**config.mk**
```make
export PLATFORM = sky130hd
export DESIGN_NAME = bitwise_shift_unit
export DESIGN_NICKNAME = d
export VERILOG_FILES = /design/src/rtl/bsu_pkg.sv /design/src/rtl/bsu_shift_step.sv /design/src/rtl/bitwise_shift_unit.sv
export SDC_FILE = /design/constraint.sdc
export NUM_CORES = 1
export LEC_CHECK = 0
export BUFFER_PORTS_ARGS = -buffer_cell sky130_fd_sc_hd__buf_2
export CORE_ASPECT_RATIO = 1.5
export CORE_MARGIN = 3
export CORE_UTILIZATION = 52
export DETAILED_ROUTE_END_ITERATION = 8
export PLACE_DENSITY_LB_ADDON = 0.1
export SLEW_MARGIN = 0
export SYNTH_ARGS = -nofsm -noshare
export SYNTH_HDL_FRONTEND = slang
export SYNTH_HIERARCHICAL = 1
export SYNTH_SLANG_ARGS = --single-unit
```
**constraint.sdc**
```tcl
create_clock -name clk -period 2.3 [get_ports clk]
set_input_delay 0.46 -clock clk [delete_from_list [all_inputs] [get_ports clk]]
set_output_delay 0.46 -clock clk [all_outputs]
set_load 0.02 [all_outputs]
```
**src/rtl/bsu_pkg.sv**
```systemverilog
// rtl/bsu_pkg.sv - shared op/state types and op classification for the logic/shift unit
// BSU_ROTATE_EN decides whether op 111 iterates as a rotate or completes at once as an illegal op.
package bsu_pkg;

  typedef enum logic [2:0] {
    OP_AND = 3'b000,
    OP_OR  = 3'b001,
    OP_XOR = 3'b010,
    OP_NOR = 3'b011,
    OP_SLL = 3'b100,
    OP_SRL = 3'b101,
    OP_SRA = 3'b110,
    OP_ROR = 3'b111
  } bsu_op_t;

  typedef enum logic {
    IDLE  = 1'b0,
    SHIFT = 1'b1
  } bsu_state_t;

  function automatic logic is_iterative(input bsu_op_t o);
`ifdef BSU_ROTATE_EN
    return o[2];
`else
    return o[2] && (o != OP_ROR);
`endif
  endfunction

endpackage

```
**src/rtl/bsu_shift_step.sv**
```systemverilog
// rtl/bsu_shift_step.sv - combinational one-position shifter used once per SHIFT cycle
// The rotate path exists only when BSU_ROTATE_EN is defined.
module bsu_shift_step
  import bsu_pkg::*;
#(
  parameter int WIDTH = 32
) (
  input  logic [WIDTH-1:0] acc,
  input  bsu_op_t          op,
  output logic [WIDTH-1:0] next
);

  always_comb begin
    next = acc;
    case (op)
      OP_SLL:  next = {acc[WIDTH-2:0], 1'b0};
      OP_SRL:  next = {1'b0, acc[WIDTH-1:1]};
      OP_SRA:  next = {acc[WIDTH-1], acc[WIDTH-1:1]};
`ifdef BSU_ROTATE_EN
      OP_ROR:  next = {acc[0], acc[WIDTH-1:1]};
`endif
      default: next = acc;
    endcase
  end

endmodule

```
**src/rtl/bitwise_shift_unit.sv**
```systemverilog
// rtl/bitwise_shift_unit.sv - one-cycle bitwise ops and bit-serial shifts behind a start/done handshake
// Define BSU_ROTATE_EN to enable ROR on op 111; otherwise op 111 returns inpB in one cycle.
module bitwise_shift_unit
  import bsu_pkg::*;
#(
  parameter int WIDTH   = 32,
  parameter int SHAMT_W = $clog2(WIDTH)
) (
  input  logic               clk,
  input  logic               reset,
  input  logic               start,
  input  logic [2:0]         op,
  input  logic [WIDTH-1:0]   inpA,
  input  logic [WIDTH-1:0]   inpB,
  input  logic [SHAMT_W-1:0] shamt,
  output logic               busy,
  output logic               done,
  output logic [WIDTH-1:0]   result,
  output logic               zero
);

  bsu_state_t         state_q, state_d;
  logic [WIDTH-1:0]   acc_q, acc_d;
  logic [SHAMT_W-1:0] cnt_q, cnt_d;
  bsu_op_t            op_q, op_d;
  logic [WIDTH-1:0]   result_q, result_d;
  logic               zero_q, zero_d;
  logic               done_q, done_d;

  bsu_op_t          op_in;
  logic [WIDTH-1:0] quick_res;
  logic [WIDTH-1:0] step_res;

  assign op_in = bsu_op_t'(op);

  // Anything finishing in one cycle that is not a logic op (shamt 0, illegal op) passes inpB through.
  always_comb begin
    quick_res = inpB;
    case (op_in)
      OP_AND:  quick_res = inpA & inpB;
      OP_OR:   quick_res = inpA | inpB;
      OP_XOR:  quick_res = inpA ^ inpB;
      OP_NOR:  quick_res = ~(inpA | inpB);
      default: quick_res = inpB;
    endcase
  end

  bsu_shift_step #(.WIDTH(WIDTH)) u_step (
    .acc  (acc_q),
    .op   (op_q),
    .next (step_res)
  );

  always_comb begin
    state_d  = state_q;
    acc_d    = acc_q;
    cnt_d    = cnt_q;
    op_d     = op_q;
    result_d = result_q;
    done_d   = 1'b0;
    case (state_q)
      IDLE: begin
        if (start) begin
          if (is_iterative(op_in) && (shamt != '0)) begin
            acc_d   = inpB;
            cnt_d   = shamt;
            op_d    = op_in;
            state_d = SHIFT;
          end else begin
            result_d = quick_res;
            done_d   = 1'b1;
          end
        end
      end
      SHIFT: begin
        acc_d = step_res;
        cnt_d = cnt_q - SHAMT_W'(1);
        // Leaving at cnt==1 means cnt can never wrap below zero.
        if (cnt_q == SHAMT_W'(1)) begin
          result_d = step_res;
          done_d   = 1'b1;
          state_d  = IDLE;
        end
      end
      default: state_d = IDLE;
    endcase
    zero_d = (result_d == '0);
  end

  always_ff @(posedge clk) begin
    if (reset) begin
      state_q  <= IDLE;
      acc_q    <= '0;
      cnt_q    <= '0;
      op_q     <= OP_AND;
      result_q <= '0;
      zero_q   <= 1'b1;
      done_q   <= 1'b0;
    end else begin
      state_q  <= state_d;
      acc_q    <= acc_d;
      cnt_q    <= cnt_d;
      op_q     <= op_d;
      result_q <= result_d;
      zero_q   <= zero_d;
      done_q   <= done_d;
    end
  end

  assign busy   = (state_q == SHIFT);
  assign done   = done_q;
  assign result = result_q;
  assign zero   = zero_q;

endmodule

```
# == Yosys cells after proc, flatten, opt, wreduce, memory -nomap -nowiden ==
# Index checks and enable logic that the tools add are counted.
# totals
regBits,75
word_cells,50
memories,0
out_inout_bits,35
ram_bits,0
latch_bits,0
romBits,0
# op_classes
n_addsub,1
reduce_logical,7
eq_ne,10
magnitude_cmp,0
n_shift,0
n_mul,0
muxes,20
div_mod_pow,0
bitwise_logic,5
# ops
op,count
$mux W32,5
$pmux W32 S2,2
$pmux W32 S4,1
$pmux W32 S3,1
$and A32 B32 Y32,1
$logic_not A32 Y1,1
$not A32 Y32,1
$or A32 B32 Y32,1
$xor A32 B32 Y32,1
$mux W5,2
$pmux W5 S2,1
$eq A3 B3 Y1 const B,3
$eq A3 B2 Y1 const B,2
$mux W1,6
$eq A5 B1 Y1 const B,1
$reduce_bool A5 Y1,1
$sub A5 B1 Y5 const B,1
$ne A2 B2 Y1 const B,2
$pmux W1 S2,2
$eq A3 B1 Y1 const B,1
$logic_not A3 Y1,1
$ne A3 B3 Y1 const B,1
$reduce_and A3 Y1,1
$logic_and A1 B1 Y1,2
2 further kinds,2

# == Depth between registers and ports, before layout ==
# Gate-level depths: netlist of the first run.
# logic_depth
word_depth,7
mapped_depth,10

# == Cells and area by module ==
# Netlist of the first run, hierarchy kept.
# by_module_without_submodules
module,cells_each,area_each_um2,n_inst
bitwise_shift_unit,653,5321.4,1
bsu_shift_step,151,1228.7,1

# == Least setup slack after synthesis of the first run ==
# Ideal clock, no wire load.
# synth_timing
path_kind,reg-to-reg
from,register state_q (netlist: busy)
to,register zero_q (netlist: zero)
setup_ps,58
n_path_buf,2
t_arrival_ps,2170
path_slack_ps,72
stages_incl_launch_ff,10
synth_period_minus_slack_ps,2228
required_time_ps,2242
path_cell_list,dfxtp_1 > buf_6 > or4b_4 > o32ai_4 > nor2_2 > buf_2 > a21oi_1 > nand4_1 > nor4_1 > a21o_1
# synth_between
elab_chain_len,3
# synth_lines
element,line,rtl
start: declaration,bitwise_shift_unit.sv:22,"bsu_state_t state_q, state_d;"
start signal: assignment,bitwise_shift_unit.sv:100,state_q <= state_d;
$not A1 Y1,n/a,
$pmux W32 S2 (*),bitwise_shift_unit.sv:61,case (state_q)
$logic_not A32 Y1 (*),bitwise_shift_unit.sv:87,zero_d = (result_d == '0);
end signal: assignment,bitwise_shift_unit.sv:105,zero_q <= zero_d;
end: declaration,bitwise_shift_unit.sv:27,"logic zero_q, zero_d;"
# Every way passes the cells marked *; elsewhere a longest branch is shown, timed or not.
# A chain may end at the register's enable or synchronous reset.

# == Worst setup path in the final report of the first run ==
# Ends and elaborated chain as after synthesis.

==> run metrics, run 1 <==
Nets ~1100; Total Neg Setup Slack -58.23 ps; PnR worst setup slack -58.23 ps; failing checks negative setup slack; Area growth syn-to-layout 28.44%; most common cell after layout, fill and taps aside buf_2; max-cap violations 0; status finished with violations; async set-reset flop share out of synthesis 0%; Fillers 1005; final std cells w/o fill 1130; initial core utilization 53.96%; Die Ht approximately 140 um; RSZ-0062 raised after global routing yes; Int Pwr 0.002855 W; footprint of the multi-input gates 0.004527 mm^2; Yosys warnings 6; VDD IR-drop max 0.0004033 V; Final setup viols 1; Pins Over Slew Limit 0; pre-CTS setup slack -404.1 ps; Leak 4.100 nW; Fin. Hold Viols 0; PD cells 517.9 mW/mm^2; Switch Pwr around 0.0015 W; Avg Cell Area, Syn 8.147 um^2; row count 49; Flop pwr share between 30% and 40%; Post-synth EDFFs 0; Chip Width 97.64 um; initial DRC count between 500 and 600; first-pass GRT wire length 34.42 mm; Hold Buf Count CTS 0; Clk pin slew, worst setup/hold paths 60 ps; all-layer global routing usage 30.32%; Ports 110; vias in the first global route 6901; Final Power 0.004357 W; ant diodes 0; clk_skew 7.257 ps; WP data required between 2000 and 3000 ps; Final period util 102.5%; final wirelength 22.06 mm; Synth cell types just over 40; CP Max Fanout 6; Post-Synthesis Cells 804; maximum clock insertion buffer count 2; FF/Latch Area 0.001509 mm^2; H-tree Lvls 3; Hold WC Path Type input pin to flop; hpwl dp between 15 and 20 mm; port bufs 109; CTS tree built; layout cell share with drive strength beyond 1 31.32%; slew margin rel. a little over half; drt first pass iters 9; die area 0.01401 mm^2; most frequent cells in the layout buf_2 (108), buf_4 (99), a21oi_1 (85); FF+latch count, synth 75; DR vias/cell 6.154; sw frac 34.48%; Final Critical Period 2358 ps; Root Buffer clkbuf_16; Num CTS Buffers 9; Comb pwr share 36.3%; Worst Tran Pin Value 674.5 ps; TritonCTS Sinks 75; Synth Flop Type dfxtp_1; fmax 0.4240 GHz; Clk Latency, worst-skew pair roughly 340 ps; final antenna-violating net count 0; drt wl/cell 19.52 um; crit end category flop; Seq/Total Area, Yosys a little under a quarter; via count 6954; Setup CP Type flop to flop; Post-route DRC 0; syn nets 945; Arr. time, crit path 2650 ps; gr ovfl total 0; Core Area approximately 0.012 mm^2; CP Launch Type flop; Cells after DPL 1107; placed inst area 0.007868 mm^2; initial antenna violation count 0; fin area 0.008413 mm^2; Placer Congestion 0.8778; Cell Area, Synth 0.006550 mm^2; largest net degree at the start of global routing 76; Clk pwr share between 20 and 30%
power groups by stage:
stage          logic (W)  registers (W)  clock network, W
3_3_place_gp     0.00142        0.00154                 0
5_1_grt          0.00171        0.00153           0.00131
4_1_cts          0.00154        0.00152           0.00126
2_1_floorplan   0.000864        0.00157                 0
3_5_place_dp     0.00147        0.00154                 0
6_report         0.00158        0.00152           0.00125
critical path, stage by stage (launching register included):
cell      delay [ps]
dfxtp_4          360
or4b_4           550
o32ai_4          140
buf_12           170
buf_12           110
buf_4            130
o211ai_1         110
o311ai_2         100
nand4_1          190
nor4_2           290
a21o_1           150
area by class of cell:
| cell class | count | share of cell area, % |
|---|---|---|
| Tap cell | 153 | 2.275 |
| Timing Repair Buffer | 228 | 19.93 |
| Sequential cell | 75 | 17.94 |
| Clock inverter | 3 | 0.2082 |
| Clock buffer | 11 | 2.766 |
| Inverter | 69 | 3.079 |
| Multi-Input combinational cell | 591 | 53.81 |
metrics by stage:
| stage | hold WS [ps] | utilization [%] |
|---|---|---|
| after floorplan | 434.8 | - |
| after global placement | 495.6 | 64.81 |
| after detailed placement | 510.1 | 64.81 |
| after CTS | 413.3 | 68.57 |
| after global routing | 434.9 | 69.31 |
| final | 418.2 | 69.31 |
synth_stat cells (6+ instances only):
library cell | n | area [um^2]
o22ai_1 | 56 | 350.3
nand4_1 | 8 | 50.05
mux2_4 | 28 | 420.4
mux2i_1 | 33 | 330.3
ha_1 | 66 | 825.8
a22o_1 | 31 | 271.5
a21oi_1 | 101 | 505.5
a211oi_1 | 6 | 45.04
inv_1 | 69 | 259.0
nand2_1 | 72 | 270.3
nor2_1 | 75 | 281.5
clkbuf_1 | 36 | 135.1
a222oi_1 | 32 | 320.3
dfxtp_1 | 75 | 1501
a311oi_1 | 14 | 122.6
xor2_1 | 32 | 280.3
buf_2 | 24 | 120.1
registers in the layout, indices dropped and copies added, names as in the netlist:
name and cells:
zero 1, done 1, busy 1, result 32, op_q 3, cnt_q 5
acc_q 32
timing repair:
action / CTS / global route
pin swaps: 8 / 11
gates resized for setup: 21 / 18
gates cloned: 2 / 0
endpoints found under the setup margin: 1 / 1
setup buffers: 6 / 2
endpoints found under the hold margin: 0 / 0
layer usage:
metal	vias up	GRT usage [%]	part of all wire (%)
li1	3249	-	-
met1	3317	33.57	37
met2	319	56.27	53
met3	69	3.545	5.8
met4	0	16.56	4.9
met5	-	0	0
kinds of logic (layout without fill, tap and decap cells):
logic type	after synthesis	count (layout)	synth area share [%]
compound gates	257	257	27.11
simple gates	170	171	11.12
buf+inv	139	311	9.857
flops	75	75	22.92
fa+ha+maj	66	66	12.61
mux	64	64	11.98
xor+xnor	33	33	4.413
path summary, 6_finish.rpt:
path / start / endpoint / slack, ps / cells after the start
setup / recovery: busy$_SDFF_PP0_ / zero$_SDFF_PP1_ / -60 / 10
hold reg to reg: result[20]$_SDFF_PP0_ / result[20]$_SDFF_PP0_ / 520 / 2
hold / removal: inpB[23] / acc_q[23]$_SDFFE_PP0P_ / 420 / 3
setup reg to reg: busy$_SDFF_PP0_ / zero$_SDFF_PP1_ / -60 / 10
(Power assumes the default switching activity.)
==> inputs of run 2 (changes only) <==
- CORE_UTILIZATION: 52 -> 25
- clock period: 2.3 -> 2.7 ns (I/O delays scaled with it)
==> run metrics, run 2 (synthesis gave the netlist of run 1 again) <==
all-layer global routing usage 16.83%; Clk Latency, worst-skew pair 350 ps; Setup CP Type flop to flop; CP Launch Type flop; Hold Buf Count CTS 0; Clk pin slew, worst setup/hold paths about 70 ps; Worst Tran Pin Value 526.2 ps; Arr. time, crit path 2740 ps; Placer Congestion 0.7631; Post-route DRC 0; Nets 1058; Final setup viols 0; Die Ht 204.2 um; drt first pass iters 6; first-pass GRT wire length 37.61 mm; crit-path leading delay family simple AND/OR/NAND/NOR gates; Critical path buffers and inverters 1; Final Critical Period 2434 ps; Hold WC Path Type input pin to flop; Hold Slack around 470 ps; final std cells w/o fill 1250; initial antenna violation count 0; Ports between 100 and 150; ant diodes 0; most common cell after layout, fill and taps aside buf_2; Root Buffer clkbuf_16; largest net degree at the start of global routing 76; die area 0.02822 mm^2; Final Util about a third; slew margin rel. 64.37%; Area growth syn-to-layout 22.98%; hpwl dp 17.80 mm; max-cap violations 0; layout cell share with drive strength beyond 1 25.16%; port bufs about 110; crit-path cells or4b_4, o32ai_4, nor2_2, buf_4, a21oi_1, nand4_1, nor4_1, a21o_1; RSZ-0062 raised after global routing no; PD cells roughly 480 mW/mm^2; CP Max Fanout 12; row count 71; final antenna-violating net count 0; fmax between 0.4 and 0.5 GHz; Fillers 2769; Cells after DPL 1234; Num CTS Buffers 9; TritonCTS Sinks 75; Post-CTS Resized 0; Chip Width between 100 and 150 um; gr ovfl total 0; Core Area 0.02541 mm^2; via count 6396; initial DRC count 510; maximum clock insertion buffer count 2; CTS tree built; clk_skew 9.132 ps; CP max stage delay 560 ps; final wirelength 24.43 mm; postcts setup bufs 0; drt wl/cell between 15 and 20 um; status finished, final reports clean; WP data required 3000 ps; most frequent cells in the layout buf_2 (108), a21oi_1 (101), nor2_1 (74); Leak 3.796 nW; slowest CP cell or4b_4; Pins Over Slew Limit 0; VDD IR-drop max around 0.00025 V; H-tree Lvls 3; Final period util 90.14%; Fin. Hold Viols 0; crit end category flop; DR vias/cell 5.117; initial core utilization 25.78%; vias in the first global route 6276
-- run 2: final timing paths --
check | start | end | slack, ps | cells after the start
setup / recovery | busy$_SDFF_PP0_ | zero$_SDFF_PP1_ | 270 | 8
hold reg to reg | result[2]$_SDFF_PP0_ | result[2]$_SDFF_PP0_ | 530 | 2
setup reg to reg | busy$_SDFF_PP0_ | zero$_SDFF_PP1_ | 270 | 8
hold / removal | shamt[2] | cnt_q[2]$_SDFFE_PP0P_ | 470 | 3
-- run 2: cell type report --
cell class	count	area (um^2)	share of cell area, %
Multi-Input combinational cell	590	4408	54.72
Sequential cell	75	1504	18.67
Timing Repair Buffer	172	1146	14.23
Tap cell	328	410.4	5.095
Inverter	69	259.0	3.215
Clock buffer	10	239.0	2.967
Clock inverter	6	88.84	1.103
-- run 2: metrics by stage --
stage	cell area (um^2)	TNS (ps)	setup WS, ps	total power [W]
floorplan	6550	0	400.7	0.002070
CTS	8055	0	199.7	0.003948
detailed placement	7727	-152.4	-152.4	0.002565
global route	8055	0	83.15	0.004115
finish	8055	0	266.1	0.003891
global placement	7727	-263.7	-263.7	0.002562
-- run 2: worst register-to-register path: stages, from the launching register on --
cell,delay [ps]
dfxtp_2,370
or4b_4,560
o32ai_4,210
nor2_2,120
buf_4,200
a21oi_1,200
nand4_1,250
nor4_1,330
a21o_1,150
-- run 2: power breakdown --
| part | internal [W] | switching, W | total [W] |
|---|---|---|---|
| combinational | 0.000543 | 0.000682 | 0.00123 |
| sequential | 0.00119 | 0.000109 | 0.00130 |
| clock | 0.000835 | 0.000527 | 0.00136 |
| total | 0.00257 | 0.00132 | 0.00389 |
-- run 2: metal layers --
layer | vias up | share of wire, % | GRT usage, % | wire length (um)
met5 | - | 0 | 0 | 0
met3 | 14 | 2.6 | 1.428 | 639
met2 | 134 | 53 | 30.85 | 12940
met4 | 0 | 1.4 | 4.732 | 347
li1 | 3137 | - | - | -
met1 | 3111 | 43 | 21.03 | 10500
